==> src/rtl/shift_pkg.sv <==
// Shared definitions for the shift arbiter: op codes and default widths.
// The SHIFT_ARB_ROTATE_EN macro (see shift_unit) gives OP_ROR its rotate meaning;
// without it the code is executed as a logical right shift.
package shift_pkg;

    localparam int SHIFT_WIDTH   = 32;
    localparam int SHIFT_SHAMT_W = 5;

    localparam logic [1:0] OP_SLL = 2'b00;
    localparam logic [1:0] OP_SRA = 2'b01;
    localparam logic [1:0] OP_SRL = 2'b10;
    localparam logic [1:0] OP_ROR = 2'b11;

endpackage

==> src/rtl/shift_unit.sv <==
// Combinational log-stage barrel shifter. One 2:1 mux stage per shamt bit,
// largest stage first (16/8/4/2/1 for a 32-bit datapath).
// Optional: SHIFT_ARB_ROTATE_EN makes op 11 a rotate right; otherwise op 11
// falls through to the logical right shift and no rotate muxing exists.
module shift_unit
    import shift_pkg::*;
#(
    parameter int WIDTH   = SHIFT_WIDTH,
    parameter int SHAMT_W = SHIFT_SHAMT_W
) (
    input  logic [WIDTH-1:0]   data,
    input  logic [SHAMT_W-1:0] shamt,
    input  logic [1:0]         op,
    output logic [WIDTH-1:0]   result
);

    // stg[SHAMT_W] is the raw operand; stg[0] is the fully shifted value
    logic [SHAMT_W:0][WIDTH-1:0] stg;

    assign stg[SHAMT_W] = data;

    for (genvar i = 0; i < SHAMT_W; i++) begin : g_stage
        localparam int SH = 1 << i;
        logic [WIDTH-1:0] src;
        logic [WIDTH-1:0] shifted;

        assign src = stg[i+1];

        // shift src by the fixed stage amount in the direction/fill the op asks for
        always_comb begin
            shifted = {{SH{1'b0}}, src[WIDTH-1:SH]};
            case (op)
                OP_SLL:  shifted = {src[WIDTH-SH-1:0], {SH{1'b0}}};
                OP_SRA:  shifted = {{SH{src[WIDTH-1]}}, src[WIDTH-1:SH]};
`ifdef SHIFT_ARB_ROTATE_EN
                OP_ROR:  shifted = {src[SH-1:0], src[WIDTH-1:SH]};
`endif
                default: shifted = {{SH{1'b0}}, src[WIDTH-1:SH]};
            endcase
        end

        assign stg[i] = shamt[i] ? shifted : src;
    end

    assign result = stg[0];

endmodule

==> src/rtl/shift_arbiter.sv <==
// Two requesters share one barrel shifter. Each port has a one-entry slot;
// a round-robin pointer picks one full slot per cycle and the shifted result
// is registered back to its owner with a single-cycle valid pulse.
// Optional: SHIFT_ARB_ROTATE_EN enables rotate-right for op 11 in shift_unit.
module shift_arbiter
    import shift_pkg::*;
#(
    parameter int WIDTH   = SHIFT_WIDTH,
    parameter int SHAMT_W = SHIFT_SHAMT_W
) (
    input  logic               clock,
    input  logic               reset,

    input  logic               req0_valid,
    output logic               req0_ready,
    input  logic [WIDTH-1:0]   req0_data,
    input  logic [SHAMT_W-1:0] req0_shamt,
    input  logic [1:0]         req0_op,
    output logic               res0_valid,
    output logic [WIDTH-1:0]   res0_data,

    input  logic               req1_valid,
    output logic               req1_ready,
    input  logic [WIDTH-1:0]   req1_data,
    input  logic [SHAMT_W-1:0] req1_shamt,
    input  logic [1:0]         req1_op,
    output logic               res1_valid,
    output logic [WIDTH-1:0]   res1_data,

    output logic               gnt_id
);

    logic               slot0_full, slot1_full;
    logic [WIDTH-1:0]   slot0_data, slot1_data;
    logic [SHAMT_W-1:0] slot0_shamt, slot1_shamt;
    logic [1:0]         slot0_op, slot1_op;

    // id of the most recently served port; the other port wins a tie
    logic               rr_last;

    logic               grant_any;
    logic               grant_id;
    logic [WIDTH-1:0]   sel_data;
    logic [SHAMT_W-1:0] sel_shamt;
    logic [1:0]         sel_op;
    logic [WIDTH-1:0]   shift_out;

    // ready comes straight from the slot flag, so there is no valid->ready path
    assign req0_ready = ~slot0_full;
    assign req1_ready = ~slot1_full;

    // pick the slot to serve this cycle and steer it onto the shared shifter
    always_comb begin
        grant_any = slot0_full | slot1_full;
        grant_id  = (slot0_full & slot1_full) ? ~rr_last : slot1_full;
        sel_data  = grant_id ? slot1_data  : slot0_data;
        sel_shamt = grant_id ? slot1_shamt : slot0_shamt;
        sel_op    = grant_id ? slot1_op    : slot0_op;
    end

    assign gnt_id = grant_id;

    shift_unit #(
        .WIDTH   (WIDTH),
        .SHAMT_W (SHAMT_W)
    ) u_shift (
        .data   (sel_data),
        .shamt  (sel_shamt),
        .op     (sel_op),
        .result (shift_out)
    );

    // holding slots: capture on handshake, free on the edge that serves them
    always_ff @(posedge clock) begin
        if (reset) begin
            slot0_full <= 1'b0;
            slot1_full <= 1'b0;
        end else begin
            if (grant_any && !grant_id) begin
                slot0_full <= 1'b0;
            end else if (req0_valid && !slot0_full) begin
                slot0_full  <= 1'b1;
                slot0_data  <= req0_data;
                slot0_shamt <= req0_shamt;
                slot0_op    <= req0_op;
            end

            if (grant_any && grant_id) begin
                slot1_full <= 1'b0;
            end else if (req1_valid && !slot1_full) begin
                slot1_full  <= 1'b1;
                slot1_data  <= req1_data;
                slot1_shamt <= req1_shamt;
                slot1_op    <= req1_op;
            end
        end
    end

    // result registers, valid pulses and round-robin pointer update
    always_ff @(posedge clock) begin
        if (reset) begin
            res0_valid <= 1'b0;
            res1_valid <= 1'b0;
            res0_data  <= '0;
            res1_data  <= '0;
            rr_last    <= 1'b1;
        end else begin
            res0_valid <= grant_any & ~grant_id;
            res1_valid <= grant_any &  grant_id;
            if (grant_any && !grant_id) begin
                res0_data <= shift_out;
            end
            if (grant_any && grant_id) begin
                res1_data <= shift_out;
            end
            if (grant_any) begin
                rr_last <= grant_id;
            end
        end
    end

endmodule

==> config.mk <==
export PLATFORM = sky130hd
export DESIGN_NAME = shift_arbiter
export DESIGN_NICKNAME = d
export VERILOG_FILES = /design/src/rtl/shift_pkg.sv /design/src/rtl/shift_unit.sv /design/src/rtl/shift_arbiter.sv
export SDC_FILE = /design/constraint.sdc
export NUM_CORES = 1
export LEC_CHECK = 0
export CORE_MARGIN = 4
export CORE_UTILIZATION = 52
export CTS_BUF_LIST = sky130_fd_sc_hd__clkbuf_8
export DETAILED_ROUTE_END_ITERATION = 7
export PLACE_DENSITY = 0.84
export SLEW_MARGIN = 20
export SYNTH_ARGS = -nofsm -noshare
export SYNTH_HDL_FRONTEND = slang
export SYNTH_SLANG_ARGS = --single-unit
==> constraint.sdc <==
create_clock -name clock -period 2.95 [get_ports clock]
set_input_delay 0.295 -clock clock [delete_from_list [all_inputs] [get_ports clock]]
set_output_delay 0.295 -clock clock [all_outputs]
set_load 0.02 [all_outputs]
# Word level (Yosys, flattened, before mapping)
# Cells that the tools add are included.
dict set report classes {
  n_bitwise 11
  n_reduce_logical 12
  muxes 14
  eq_ne 1
}
# operator count
set ops {}
lappend ops {{$pmux W32 S2} 5}
lappend ops {{$mux W32} 6}
lappend ops {{$not A1 Y1} 7}
lappend ops {{$reduce_and A3 Y1} 2}
lappend ops {{$mux W5} 1}
lappend ops {{$logic_and A1 B1 Y1} 4}
lappend ops {{$reduce_or A2 Y1} 2}
lappend ops {{$and A1 B1 Y1} 3}
lappend ops {{$logic_not A1 Y1} 3}
lappend ops {{$eq A2 B1 Y1 const B} 1}
lappend ops {{$logic_not A2 Y1} 1}
lappend ops {{$mux W2} 1}
lappend ops {{$mux W1} 1}
lappend ops {{$or A1 B1 Y1} 1}
dict set report word_totals {
  regBits 147
  out_inout_bits 69
  elab_cells 51
}

# Depth between registers and ports, before layout
# Gate-level depths: netlist (run 1).
dict set report logic_depth {
  depth_word 14
  ltp_mapped 13
  ltp_nobuf 9
}

# Modules after synthesis
# Synthesis (run 1) repeated with hierarchy kept, for this count alone.
dict set report unflattened {
  hier_cells 1226
  hier_area_um2 10304.9
}
# mod cells_each area_per_inst_um2 n_inst seq_area_each_um2
set by_module_without_submodules {}
lappend by_module_without_submodules {shift_arbiter 513 5489.0 1 3723.6}
lappend by_module_without_submodules {shift_unit 713 4815.9 1 0.0}

# Least setup slack after synthesis (run 1)
# OpenSTA, ideal clock, no wires.
dict set report synth_timing {
  path_type {input port to flip-flop}
  from {input reset}
  to {register slot0_data[0] (enable)}
  path_buffers 2
  t_required_ns 2.515
  setup_slack_ns 0.142
  arrival_time_ns 2.373
  setup_time_ns 0.435
  stages 3
  path_cell_list {clkbuf_1 -> buf_1 -> nor2_1}
}
dict set report synth_between {
  elab_chain_len 2
}
# element line
set synth_lines {}
lappend synth_lines {{start: declaration} shift_arbiter.sv:12} ;# input logic reset,
lappend synth_lines {{$not A1 Y1 (no source line)} n/a}
lappend synth_lines {{$reduce_and A3 Y1 (no source line)} n/a}
lappend synth_lines {{end signal: assignment} shift_arbiter.sv:83} ;# slot0_data <= req0_data;
lappend synth_lines {{end: declaration} shift_arbiter.sv:34} ;# logic [WIDTH-1:0] slot0_data, slot1_data;
# No other way between the ends.
# A chain may end at the register's enable or synchronous reset.

# Final worst setup path (run 1)
dict set report layout_timing {
  from {register slot1_op[1]}
  to {register res0_data[9]}
}
dict set report layout_between {
  elab_chain_len 12
  elab_cells_between_ends 13
  classes_between {eq/ne: 1; mux: 11; reduce/logical: 1}
}
# element line
set layout_lines {}
lappend layout_lines {{start: declaration} shift_arbiter.sv:36} ;# logic [1:0] slot0_op, slot1_op;
lappend layout_lines {{start signal: assignment} shift_arbiter.sv:94} ;# slot1_op <= req1_op;
lappend layout_lines {{$mux W2 *} shift_arbiter.sv:58} ;# sel_op = grant_id ? slot1_op : slot0_op;
lappend layout_lines {{$eq A2 B1 Y1 or $logic_not A2 Y1 (tied branches)} shift_unit.sv:32} ;# case (op)
lappend layout_lines {{$pmux W32 S2} shift_unit.sv:32}
lappend layout_lines {{$mux W32} shift_unit.sv:42} ;# assign stg[i] = shamt[i] ? shifted : src;
lappend layout_lines {{$pmux W32 S2} shift_unit.sv:32}
lappend layout_lines {{$mux W32} shift_unit.sv:42}
lappend layout_lines {{$pmux W32 S2} shift_unit.sv:32}
lappend layout_lines {{$mux W32} shift_unit.sv:42}
lappend layout_lines {{$pmux W32 S2} shift_unit.sv:32}
lappend layout_lines {{$mux W32} shift_unit.sv:42}
lappend layout_lines {{$pmux W32 S2} shift_unit.sv:32}
lappend layout_lines {{$mux W32 *} shift_unit.sv:42}
lappend layout_lines {{end signal: assignment} shift_arbiter.sv:111} ;# res0_data <= shift_out;
lappend layout_lines {{end: declaration} shift_arbiter.sv:20} ;# output logic [WIDTH-1:0] res0_data,
# Mark *: on every way between the ends. The rest lies on a longest branch, timed or not.

==> out/summary.txt, run 1 <==
Top fanout value on the critical path - 11
Die outline height - 151 µm
Total of buffers placed on input and output ports - 150
TritonCTS buffer count - 17
Final critical-path required period - 3.06 ns
Most frequent cells in the layout - 309 x sky130_fd_sc_hd__buf_4, 150 x sky130_fd_sc_hd__clkdlybuf4s50_1, 99 x sky130_fd_sc_hd__nand2_1
Number of antenna violations at the first check in global routing - 1
Post-Syn Nets - 1324
F_max - 0.327 GHz
Count of different cell masters after synthesis - 89
Sort of element at the start of the critical path - flop
Via count of the first global-routing pass - 12500
Detailed-route DRC error count - 0
H-tree level count - 4
Layer with the highest usage after global routing - met2
Cell family with the largest share of critical-path delay - compound AO/OA/AOI/OAI gates
Worst path slowest cell - sky130_fd_sc_hd__edfxtp_1
Residual overflow from global routing - 0
CTS tree - yes
Ratio of final minimum period to clock period - 1.04
RSZ-0062 raised after global routing - yes
Static power due to leakage - 6.15 nW
Final setup violating endpoints - 19
Clock sink count - 147
Worst slew pin tran - 1.00 ns
Ratio of cells with drive above 1 in the final layout - 0.335
Antenna cells - 0
Sequential fraction of the synthesis area - 0.352
Row cnt - 51
Top-level port count - 151
Synthesized cell area - 10600 µm²
Fillers - 1318
Detailed Route Iter0 Violations - 2641
Buffer cell driving the clock tree root - sky130_fd_sc_hd__clkbuf_8
Path type of the worst setup path - reg2reg
Fraction of registers with async set or reset after synthesis - 0
PnR worst setup slack - -0.109 ns
Slew headroom - 0.331
Max-cap violations - 0
Clock latency at the later pin of the worst-skew pair - 0.49 ns
Number of endpoints with negative hold slack in the final report - 0
Violated checks - negative setup slack
Core Box Area - 19700 µm²
Final core area utilization - 0.814
Run status - finished, violations left
Capturing element type of the critical path - flop
Routed wire length - 53500 µm
IR drop worst, VDD - 0.347 mV
Leading cell type in the layout, fill and taps excluded - sky130_fd_sc_hd__buf_4
Drt via density - 7.19
Endpoint arrival time on the critical path - 3.44 ns
Grt met3 use - 0.137
Number of instances in the synthesized netlist - 1242
Die area - 22700 µm²
Total global-route track usage - 0.434
Cells traversed along the worst timing path - buf_6, nor2_1, buf_6, mux2i_2, buf_4, a32oi_2, a211oi_1, buf_4, a221o_1, o21ai_1, o211ai_1, buf_4, a32o_1
Hold buffer count at CTS - 0
Placer's final routability congestion estimate - 1.18
Number of optimization iterations in the first detailed-route pass - 6
Met1 Resource Use GR - 0.577
Number of warning messages in the yosys log - 0
Setup_tns - -0.833 ns
Final net count - 1736
Number of vias after detailed routing - 13900
Number of flops mapped to enable cells by yosys - 78
Worst Hold Class - in2reg
Dominant register cell in the synthesized netlist - sky130_fd_sc_hd__edfxtp_1
Global-route wire length before repair - 74100 µm
Met2 track utilization from global routing - 0.650
Post-detailed-route count of antenna-violating nets - 0
Number of buffers and inverters on the critical path - 5
CP max stage delay - 0.51 ns
DP HPWL - 39500 µm
Total of flip-flops plus latches after synthesis - 147
Max Root-Sink Buffers - 2
Post-route standard cell area excluding fillers - 16100 µm²
Most common cell type on the critical path - sky130_fd_sc_hd__buf_4
Horizontal extent of the die - 151 µm
Number of max-slew violations in the final report - 0
Avg Cell Area, Syn - 8.52 µm²
Post-Route Skew - 0.0231 ns
Area after DPL - 14300 µm²
Power per unit of standard cell area - 439 nW/µm²
Effective utilization at floorplan - 0.537
Clock-pin slew on the worst setup and hold paths - 0.10 ns
WL per Instance - 27.7 µm
Maximum number of pins on one net before global-route repair - 40
Syn-to-layout area delta - 51.7%
Data required time of the critical path - 3.33 ns
==> cell families after synthesis <==
family / synth area share
buffers and inverters: 0.0682
flip-flops: 0.352
AND/OR/NAND/NOR: 0.180
multiplexers: 0.0597
AO/OA/AOI/OAI: 0.340
==> final cells by class <==
type	instances	area (µm²)	area share
tap	265	332	0.0207
clock buffer	17	234	0.0146
inverter	39	158	0.00982
timing repair buffer	503	4530	0.282
sequential	147	3730	0.232
multi-input combinational	946	6930	0.432
clock inverter	15	145	0.00904
==> per-layer routing <==
layer | vias to the layer above | part of all wire
met5 | - | 0
li1 | 5710 | -
met3 | 348 | 0.16
met2 | 1378 | 0.43
met1 | 6452 | 0.35
met4 | 0 | 0.064
==> cells in the mapped netlist (all sizes together) (8+ instances only) <==
library cell  count  area share
nand2           105       0.037
a21oi            98       0.047
nor2             88       0.032
buf              85       0.045
o21ai            83       0.039
edfxtp           78        0.22
dfxtp            69        0.13
nand3            53       0.025
mux2i            43       0.044
o221ai           39       0.033
inv              38       0.014
nor3             36       0.018
o211ai           35       0.025
a211oi           34       0.025
a22oi            29       0.021
clkbuf           26      0.0092
nor3b            18       0.013
a31oi            17       0.010
and3             17       0.010
nand2b           17       0.010
o22ai            14      0.0083
o31ai            14       0.011
mux2             13       0.014
a311oi           12       0.011
a221o            11       0.010
a221oi           11      0.0097
a211o            10      0.0083
o21a             10      0.0071
nor2b             9      0.0053
a2111oi           8      0.0079
nand4             8      0.0047
==> worst reg2reg max path: stages (launching register included) <==
cell and delay (ns):
sky130_fd_sc_hd__edfxtp_1 0.51, sky130_fd_sc_hd__buf_6 0.19, sky130_fd_sc_hd__nor2_1 0.17, sky130_fd_sc_hd__buf_6 0.24, sky130_fd_sc_hd__mux2i_2 0.25, sky130_fd_sc_hd__buf_4 0.22, sky130_fd_sc_hd__a32oi_2 0.20, sky130_fd_sc_hd__a211oi_1 0.11
sky130_fd_sc_hd__buf_4 0.15, sky130_fd_sc_hd__a221o_1 0.30, sky130_fd_sc_hd__o21ai_1 0.12, sky130_fd_sc_hd__o211ai_1 0.12, sky130_fd_sc_hd__buf_4 0.18, sky130_fd_sc_hd__a32o_1 0.23
==> where the power goes <==
part / internal [mW] / leakage, nW / switching, mW
Sequential: 2.29 / 1.29 / 0.0942
Clock: 0.688 / 0.191 / 0.946
Combinational: 1.32 / 4.67 / 1.71
==> repair_timing <==
| action | CTS | global route |
|---|---|---|
| gates cloned | 0 | 7 |
| pin swaps | 5 | 46 |
| endpoints found under the setup margin | 45 | 64 |
| buffers inserted | 6 | 40 |
| gates resized for setup | 25 | 171 |
==> sequential cells by signal (all words and copies together) (netlist names) <==
register     count
slot0_data      32
slot1_data      32
slot0_op         2
rr_last          1
res0_valid       1
slot1_op         2
res0_data       32
res1_valid       1
res1_data       32
slot0_full       1
slot1_shamt      5
slot0_shamt      5
slot1_full       1
==> worst paths after layout <==
path | end | cells after the start | start | slack, ns
max | res0_data[9] | 13 | slot1_op[1] | -0.11
min | slot0_data[4] | 1 | req0_data[4] | 0.36
max reg2reg | res0_data[9] | 13 | slot1_op[1] | -0.11
min reg2reg | res0_data[22] | 2 | res0_data[22] | 0.44
==> per-stage QoR <==
step                      power (mW)  hold WS, ns  setup slack [ns]  cells
after global routing            7.22        0.354            -0.130   1932
after global placement          4.93        0.430           -0.0935   1847
after CTS                       6.58        0.354           -0.0183   1885
final                           7.05        0.355            -0.109   1932
after floorplan                 3.66        0.394             0.142   1242
after detailed placement        4.96        0.433            -0.153   1847
No activity file was read; power rests on OpenSTA's default activity.
==> run 2: changes to the inputs <==
--- a/config.mk
+++ b/config.mk
@@ -5,11 +5,13 @@
 export SDC_FILE = /design/constraint.sdc
 export NUM_CORES = 1
 export LEC_CHECK = 0
+export CELL_PAD_IN_SITES_DETAIL_PLACEMENT = 0
+export CELL_PAD_IN_SITES_GLOBAL_PLACEMENT = 1
 export CORE_MARGIN = 4
-export CORE_UTILIZATION = 52
+export CORE_UTILIZATION = 39
 export CTS_BUF_LIST = sky130_fd_sc_hd__clkbuf_8
 export DETAILED_ROUTE_END_ITERATION = 7
-export PLACE_DENSITY = 0.84
+export PLACE_DENSITY = 0.83
 export SLEW_MARGIN = 20
 export SYNTH_ARGS = -nofsm -noshare
 export SYNTH_HDL_FRONTEND = slang
==> run 2 against run 1 <==
The run still ends with negative setup slack left. Clock-buffer cell count rose by 1. Maximum frequency increased by 2.2%. Critical path depth shrank 3. First-iteration DRC count fell by 45%. Critical path type unchanged. Die area is 31% higher. Non-clock buffer count increased by 68. Design area grew 6.3%. Clock power rose by 11%. Global-route usage shrank 6.2 points. Clock skew fell by 0.0041 ns. Final cell count up 7.5%. Register-to-register slack improved by 0.07 ns. Critical endpoint is now res1_data[29].
==> out/summary.txt, run 2 (synthesis gave the netlist of run 1 again) <==
Run status - finished, violations left (unchanged)
Violated checks - negative setup slack (unchanged)
Global-route wire length before repair - 84100 µm (was 74100 µm)
RR Startpoint - slot1_op[1] (unchanged)
RSZ-0062 raised after global routing - yes (unchanged)
Register share of total power - 0.319 (was 0.338)
Worst slew pin tran - 0.820 ns (was 1.00 ns)
Depth of the worst register-to-register path - 10 (was 13)
Most common cell type on the critical path - sky130_fd_sc_hd__buf_4 (unchanged)
Number of max-slew violations in the final report - 0 (unchanged)
Maximum number of pins on one net before global-route repair - 40 (unchanged)
Residual overflow from global routing - 0 (unchanged)
Overall power of the completed layout - 7.45 mW (was 7.05 mW)
Detailed Route Iter0 Violations - 1456 (was 2641)
Worst path slowest cell - sky130_fd_sc_hd__edfxtp_1 (unchanged)
R2r setup slk - -0.04 ns (was -0.11 ns)
IR drop worst, VDD - 0.288 mV (was 0.347 mV)
Hold WS - 0.361 ns (was 0.355 ns)
Crit Reg-Reg Endpoint - res1_data[29] (was res0_data[9])
Total global-route track usage - 0.371 (was 0.434)
Met1 Resource Use GR - 0.465 (was 0.577)
Placer's final routability congestion estimate - 1.04 (was 1.18)
Routed wire length - 59100 µm (was 53500 µm)
Static power due to leakage - 6.59 nW (was 6.15 nW)
Clock sink count - 147 (unchanged)
Cells traversed along the worst timing path - buf_4, or3_1, o2111ai_2, a221oi_2, buf_4, o31ai_4, nand3_2, mux4_2, nor3b_2, a211oi_2 (was buf_6, nor2_1, buf_6, mux2i_2, buf_4, a32oi_2, a211oi_1, buf_4, a221o_1, o21ai_1, o211ai_1, buf_4, a32o_1)
Layer with the highest usage after global routing - met2 (unchanged)
Number of vias after detailed routing - 13300 (was 13900)
CP max stage delay - 0.52 ns (was 0.51 ns)
Sort of element at the start of the critical path - flop (unchanged)
Power Internal - 4.55 mW (was 4.30 mW)
Power spent charging and discharging nets - 2.90 mW (was 2.75 mW)
Hold buffer count at CTS - 0 (unchanged)
Final critical-path required period - 2.99 ns (was 3.06 ns)
Clock-pin slew on the worst setup and hold paths - 0.11 ns (was 0.10 ns)
Buffer cell driving the clock tree root - sky130_fd_sc_hd__clkbuf_8 (unchanged)
Number of antenna violations at the first check in global routing - 0 (was 1)
Capturing element type of the critical path - flop (unchanged)
Worst Hold Class - in2reg (unchanged)
Horizontal extent of the die - 173 µm (was 151 µm)
Max Root-Sink Buffers - 2 (unchanged)
Top-level port count - 151 (unchanged)
Ratio of cells with drive above 1 in the final layout - 0.391 (was 0.335)
Number of endpoints with negative hold slack in the final report - 0 (unchanged)
DP HPWL - 46900 µm (was 39500 µm)
Total of buffers placed on input and output ports - 150 (unchanged)
Final setup violating endpoints - 6 (was 19)
Top fanout value on the critical path - 7 (was 11)
Terminating pin of the worst hold path - slot1_data[10] (was slot0_data[4])
Gate power share - 0.438 (was 0.431)
Most frequent cells in the layout - 373 x sky130_fd_sc_hd__buf_4, 150 x sky130_fd_sc_hd__clkdlybuf4s50_1, 99 x sky130_fd_sc_hd__nand2_1 (was 309 x sky130_fd_sc_hd__buf_4, 150 x sky130_fd_sc_hd__clkdlybuf4s50_1, 99 x sky130_fd_sc_hd__nand2_1)
CTS tree - yes (unchanged)
Die outline height - 173 µm (was 151 µm)
Syn-to-layout area delta - 61.3% (was 51.7%)
Hold path startpoint - req1_data[10] (was req0_data[4])
Leading cell type in the layout, fill and taps excluded - sky130_fd_sc_hd__buf_4 (unchanged)
Drt via density - 6.41 (was 7.19)
Die area - 29800 µm² (was 22700 µm²)
WL per Instance - 28.5 µm (was 27.7 µm)
Grt met3 use - 0.0693 (was 0.137)
Max-cap violations - 0 (unchanged)
Endpoint arrival time on the critical path - 3.40 ns (was 3.44 ns)
Effective utilization at floorplan - 0.395 (was 0.537)
Via count of the first global-routing pass - 12900 (was 12500)
F_max - 0.334 GHz (was 0.327 GHz)
Data required time of the critical path - 3.35 ns (was 3.33 ns)
Ratio of final minimum period to clock period - 1.01 (was 1.04)
TritonCTS buffer count - 17 (unchanged)
Share of power burned in the clock network - 0.243 (was 0.232)
Cell family with the largest share of critical-path delay - compound AO/OA/AOI/OAI gates (unchanged)
Post-detailed-route count of antenna-violating nets - 0 (unchanged)
Path type of the worst setup path - reg2reg (unchanged)
Number of optimization iterations in the first detailed-route pass - 6 (unchanged)
Post-Route Skew - 0.0190 ns (was 0.0231 ns)
Clock latency at the later pin of the worst-skew pair - 0.48 ns (was 0.49 ns)
H-tree level count - 4 (unchanged)
Slew headroom - 0.450 (was 0.331)
Detailed-route DRC error count - 0 (unchanged)
Met2 track utilization from global routing - 0.622 (was 0.650)
Number of buffers and inverters on the critical path - 2 (was 5)
Power per unit of standard cell area - 437 nW/µm² (was 439 nW/µm²)
Switching power share of the total - 0.389 (was 0.390)
PnR worst setup slack - -0.0428 ns (was -0.109 ns)
Row cnt - 60 (was 51)
Core Box Area - 26800 µm² (was 19700 µm²)
Antenna cells - 0 (unchanged)
Hold Path Depth - 1 (unchanged)
Final net count - 1805 (was 1736)
run 2: changes by cell type in the layout (fill, tap and decap cells not counted), sizes merged:
cell      delta
bufinv       +1
clkinvlp     -2
buf         +73
mux2i        +1
inv          -3
clkbuf       -4
clkinv       +3
run 2: worst max-delay path by stage:
stage / startpoint / to / slack [ns] / cells past startpoint
floorplan: reset / slot0_data[0] / 0.14 / 3
global placement: slot1_full / res1_data[22] / -0.22 / 13
detailed placement: slot1_op[1] / res1_data[28] / -0.30 / 11
CTS: slot1_op[1] / res1_data[28] / -0.009 / 12
global route: slot1_op[1] / res1_data[29] / -0.14 / 10
finish: slot1_op[1] / res1_data[29] / -0.04 / 10
run 2: area by class of cell:
| class | instances | area [µm²] |
|---|---|---|
| Clock buffer | 18 | 248 |
| Clock inverter | 14 | 190 |
| Fill cell | 2317 | 9740 |
| Inverter | 39 | 163 |
| Multi-Input combinational cell | 947 | 7320 |
| Sequential cell | 147 | 3730 |
| Tap cell | 341 | 427 |
| Timing Repair Buffer | 571 | 4990 |
run 2: per-stage QoR:
step / util / TNS [ns] / instance area, µm² / setup slack, ns / instances
floorplan: - / 0 / 10600 / 0.142 / 1242
global placement: 0.559 / -3.23 / 15000 / -0.224 / 2003
detailed placement: 0.559 / -3.61 / 15000 / -0.298 / 2003
CTS: 0.589 / -0.0162 / 15800 / -0.00872 / 2044
global route: 0.637 / -0.950 / 17100 / -0.144 / 2077
finish: 0.637 / -0.112 / 17100 / -0.0428 / 2077
run 2: timing repair:
action,CTS,global route
cloned,1,4
setup buffers,8,31
setup endpoints to repair,55,64
pin swaps,9,48
endpoints found under the hold margin,0,0
gates resized for setup,57,214
run 2: layer usage:
metal | share of wire | wire length, µm
met3 | 0.090 | 5340
met1 | 0.38 | 22300
met4 | 0.063 | 3730
met5 | 0 | 0
met2 | 0.47 | 27700
run 2: power by group through the flow:
stage | Clock, mW | Combinational, mW | Sequential [mW]
2_1_floorplan | 0 | 1.18 | 2.48
3_3_place_gp | 0 | 2.75 | 2.42
3_5_place_dp | 0 | 2.75 | 2.42
4_1_cts | 1.82 | 2.86 | 2.37
5_1_grt | 1.92 | 3.39 | 2.39
6_report | 1.81 | 3.26 | 2.38
==> run 3: changes to the inputs <==
--- a/config.mk
+++ b/config.mk
@@ -5,10 +5,11 @@
 export SDC_FILE = /design/constraint.sdc
 export NUM_CORES = 1
 export LEC_CHECK = 0
+export ABC_AREA = 1
 export CELL_PAD_IN_SITES_DETAIL_PLACEMENT = 0
 export CELL_PAD_IN_SITES_GLOBAL_PLACEMENT = 1
 export CORE_MARGIN = 4
-export CORE_UTILIZATION = 39
+export CORE_UTILIZATION = 36
 export CTS_BUF_LIST = sky130_fd_sc_hd__clkbuf_8
 export DETAILED_ROUTE_END_ITERATION = 7
 export PLACE_DENSITY = 0.83
@@ -16,3 +17,4 @@
 export SYNTH_ARGS = -nofsm -noshare
 export SYNTH_HDL_FRONTEND = slang
 export SYNTH_SLANG_ARGS = --single-unit
+export TNS_END_PERCENT = 1
==> run 3 against run 2 <==
The run now ends clean. Flip-flop and latch count is the same. Register-to-register slack better by 0.25 ns. Worst hold slack gained 0.026 ns. Via count shrank 37%. Clock skew shrank 0.0051 ns. Sequential power hardly changed. Clock power decreased by 9.9%. Die area shrank 9.5%. Critical endpoint is now res1_data[8].
==> out/summary.txt, run 3 <==
Run status - finished, final reports clean (was finished, violations left)
Fraction of registers with async set or reset after synthesis - 0 (unchanged)
Die outline height - 164 µm (was 173 µm)
Worst path slowest cell - sky130_fd_sc_hd__dfxtp_2 (was sky130_fd_sc_hd__edfxtp_1)
Clock-pin slew on the worst setup and hold paths - 0.09 ns (was 0.11 ns)
F_max - 0.365 GHz (was 0.334 GHz)
Horizontal extent of the die - 164 µm (was 173 µm)
Total global-route track usage - 0.201 (was 0.371)
CTS tree - yes (unchanged)
Placer's final routability congestion estimate - 0.959 (was 1.04)
Global-route wire length before repair - 42900 µm (was 84100 µm)
Leading cell type in the layout, fill and taps excluded - sky130_fd_sc_hd__nand2_1 (was sky130_fd_sc_hd__buf_4)
Worst slew pin tran - 0.545 ns (was 0.820 ns)
Capturing element type of the critical path - flop (unchanged)
Fillers - 2417 (was 2317)
Number of buffers and inverters on the critical path - 2 (unchanged)
Static power due to leakage - 4.93 nW (was 6.59 nW)
Number of vias after detailed routing - 8433 (was 13300)
Number of flops mapped to enable cells by yosys - 78 (unchanged)
Antenna cells - 0 (unchanged)
Post-detailed-route count of antenna-violating nets - 0 (unchanged)
Path type of the worst setup path - reg2reg (unchanged)
WL per Instance - 15.8 µm (was 28.5 µm)
Residual overflow from global routing - 0 (unchanged)
Cell family with the largest share of critical-path delay - simple AND/OR/NAND/NOR gates (was compound AO/OA/AOI/OAI gates)
Data required time of the critical path - 3.31 ns (was 3.35 ns)
Post-Route Skew - 0.0139 ns (was 0.0190 ns)
Detailed Route Iter0 Violations - 619 (was 1456)
Total of buffers placed on input and output ports - 150 (unchanged)
Most frequent cells in the layout - 606 x sky130_fd_sc_hd__nand2_1, 162 x sky130_fd_sc_hd__nand3_1, 150 x sky130_fd_sc_hd__clkdlybuf4s50_1 (was 373 x sky130_fd_sc_hd__buf_4, 150 x sky130_fd_sc_hd__clkdlybuf4s50_1, 99 x sky130_fd_sc_hd__nand2_1)
TritonCTS buffer count - 17 (unchanged)
Number of max-slew violations in the final report - 0 (unchanged)
Number of antenna violations at the first check in global routing - 0 (unchanged)
Final net count - 1432 (was 1805)
Clock latency at the later pin of the worst-skew pair - 0.46 ns (was 0.48 ns)
Syn-to-layout area delta - 24.0% (was 61.3%)
Hold WS - 0.386 ns (was 0.361 ns)
Avg Cell Area, Syn - 7.20 µm² (was 8.52 µm²)
Cts repair resizes - 0 (was 57)
Count leader, synth - sky130_fd_sc_hd__nand2_1 (unchanged)
Cell type with the highest aggregate area in the netlist - sky130_fd_sc_hd__edfxtp_1 (unchanged)
Hold buffer count at CTS - 0 (unchanged)
Final setup violating endpoints - 0 (was 6)
Top fanout value on the critical path - 12 (was 7)
Maximum number of pins on one net before global-route repair - 53 (was 40)
Max-cap violations - 0 (unchanged)
Top area cells in the synthesized netlist - sky130_fd_sc_hd__edfxtp_1 27%, sky130_fd_sc_hd__nand2_1 26%, sky130_fd_sc_hd__dfxtp_1 16%, sky130_fd_sc_hd__nand3_1 9.2%, sky130_fd_sc_hd__nand3_2 3.1% (was sky130_fd_sc_hd__edfxtp_1 22%, sky130_fd_sc_hd__dfxtp_1 13%, sky130_fd_sc_hd__a21oi_1 4.6%, sky130_fd_sc_hd__nand2_1 3.7%, sky130_fd_sc_hd__mux2i_1 3.7%)
Ratio of cells with drive above 1 in the final layout - 0.112 (was 0.391)
Number of warning messages in the yosys log - 0 (unchanged)
Total of flip-flops plus latches after synthesis - 147 (unchanged)
Dominant register cell in the synthesized netlist - sky130_fd_sc_hd__edfxtp_1 (unchanged)
Clock sink count - 147 (unchanged)
Sequential fraction of the synthesis area - 0.424 (was 0.352)
Post-Syn Nets - 1303 (was 1324)
Most common cell type on the critical path - sky130_fd_sc_hd__nand2_1 (was sky130_fd_sc_hd__buf_4)
Count of different cell masters after synthesis - 39 (was 89)
Most common library cells after synthesis - 606 x sky130_fd_sc_hd__nand2_1, 162 x sky130_fd_sc_hd__nand3_1, 78 x sky130_fd_sc_hd__edfxtp_1, 69 x sky130_fd_sc_hd__dfxtp_1, 35 x sky130_fd_sc_hd__inv_1 (was 105 x sky130_fd_sc_hd__nand2_1, 97 x sky130_fd_sc_hd__a21oi_1, 86 x sky130_fd_sc_hd__nor2_1, 78 x sky130_fd_sc_hd__edfxtp_1, 71 x sky130_fd_sc_hd__o21ai_0)
IR drop worst, VDD - 0.300 mV (was 0.288 mV)
Ratio of final minimum period to clock period - 0.928 (was 1.01)
Cells traversed along the worst timing path - nand2_4, buf_4, nand3b_1, nand2_4, nand2_4, buf_4, nand2_1, o21ai_1, o21ai_1, nand3_1, nand4_1, nand3_1, nand2_1, nand3_1, nand2_1, nand2_1 (was buf_4, or3_1, o2111ai_2, a221oi_2, buf_4, o31ai_4, nand3_2, mux4_2, nor3b_2, a211oi_2)
Max Root-Sink Buffers - 2 (unchanged)
Overall power of the completed layout - 6.30 mW (was 7.45 mW)
Number of optimization iterations in the first detailed-route pass - 5 (was 6)
Core Box Area - 23800 µm² (was 26800 µm²)
Number of endpoints with negative hold slack in the final report - 0 (unchanged)
Detailed-route DRC error count - 0 (unchanged)
Buffer cell driving the clock tree root - sky130_fd_sc_hd__clkbuf_8 (unchanged)
Top-level port count - 151 (unchanged)
H-tree level count - 4 (unchanged)
Total setup buffers inserted after CTS - 0 (was 8)
Power per unit of standard cell area - 577 nW/µm² (was 437 nW/µm²)
Final critical-path required period - 2.74 ns (was 2.99 ns)
Row cnt - 56 (was 60)
Slew headroom - 0.637 (was 0.450)
Worst Hold Class - in2reg (unchanged)
Sort of element at the start of the critical path - flop (unchanged)
Top-area cell type share of the netlist area - 0.266 (was 0.221)
CP max stage delay - 0.36 ns (was 0.52 ns)
Endpoint arrival time on the critical path - 3.10 ns (was 3.40 ns)
Number of instances in the synthesized netlist - 1221 (was 1242)
Die area - 27000 µm² (was 29800 µm²)
Synthesized cell area - 8790 µm² (was 10600 µm²)
DP HPWL - 19600 µm (was 46900 µm)
Routed wire length - 26600 µm (was 59100 µm)
Drt via density - 5.01 (was 6.41)
Via count of the first global-routing pass - 7971 (was 12900)
Effective utilization at floorplan - 0.370 (was 0.395)
-- run 3: changes by cell type after synthesis, sizes merged, moves of 18 or more --
cell and change:
a22oi -29, nor3b -18, buf -25, a21oi -77
nor2 -63, nand2 +528, o211ai -28, mux2i -43
o221ai -39, nor3 -33, a211oi -34, nand3 +137
o21ai -53
-- run 3: worst register-to-register path, stage by stage (launching register included) --
cell	delay (ns)
sky130_fd_sc_hd__dfxtp_2	0.36
sky130_fd_sc_hd__nand2_4	0.15
sky130_fd_sc_hd__buf_4	0.22
sky130_fd_sc_hd__nand3b_1	0.14
sky130_fd_sc_hd__nand2_4	0.12
sky130_fd_sc_hd__nand2_4	0.11
sky130_fd_sc_hd__buf_4	0.21
sky130_fd_sc_hd__nand2_1	0.10
sky130_fd_sc_hd__o21ai_1	0.07
sky130_fd_sc_hd__o21ai_1	0.26
sky130_fd_sc_hd__nand3_1	0.20
sky130_fd_sc_hd__nand4_1	0.14
sky130_fd_sc_hd__nand3_1	0.19
sky130_fd_sc_hd__nand2_1	0.11
sky130_fd_sc_hd__nand3_1	0.12
sky130_fd_sc_hd__nand2_1	0.08
sky130_fd_sc_hd__nand2_1	0.06
-- run 3: worst paths after layout --
path / to / start / depth (start not counted) / slack [ns]
max: res1_data[8] / slot0_full / 16 / 0.21
min: slot0_data[16] / req0_data[16] / 1 / 0.39
max reg2reg: res1_data[8] / slot0_full / 16 / 0.21
min reg2reg: res0_data[17] / res0_data[17] / 2 / 0.45
-- run 3: metal layers --
metal,part of all wire,vias to the layer above,global-route usage,routed length (µm)
li1,-,4255,-,-
met5,0,-,0,0
met2,0.48,289,0.331,12700
met3,0.059,32,0.0341,1590
met1,0.45,3857,0.273,11900
met4,0.018,0,0.0553,482
-- run 3: cell type report --
cell class | instances | area (µm²) | share of cell area
clock buffer | 18 | 248 | 0.0227
sequential | 147 | 3720 | 0.342
multi-input combinational | 956 | 4430 | 0.406
tap | 319 | 399 | 0.0366
timing repair buffer | 183 | 1790 | 0.164
inverter | 45 | 174 | 0.0159
clock inverter | 14 | 146 | 0.0134
-- run 3: kinds of logic after synthesis --
kind of cell | Yosys count | share of synthesized area
AND/OR/NAND/NOR | 880 | 0.445
buffers and inverters | 118 | 0.0763
flip-flops | 147 | 0.424
AO/OA/AOI/OAI | 76 | 0.0555
-- run 3: where the power goes --
part	internal [mW]	leakage, nW	switching (mW)	total [mW]
sequential	2.32	1.29	0.0805	2.40
combinational	0.807	3.43	1.46	2.26
clock	0.784	0.211	0.841	1.63
-- run 3: per-stage QoR --
step / cell area, µm² / utilization / setup TNS (ns) / worst slack (ns) / instances
2_1_floorplan: 8800 / - / -6.30 / -0.161 / 1221
3_3_place_gp: 10500 / 0.443 / 0 / 0.236 / 1650
3_5_place_dp: 10500 / 0.443 / 0 / 0.202 / 1650
4_1_cts: 10900 / 0.459 / 0 / 0.197 / 1682
5_1_grt: 10900 / 0.459 / -0.00407 / -0.00407 / 1682
6_report: 10900 / 0.459 / 0 / 0.211 / 1682
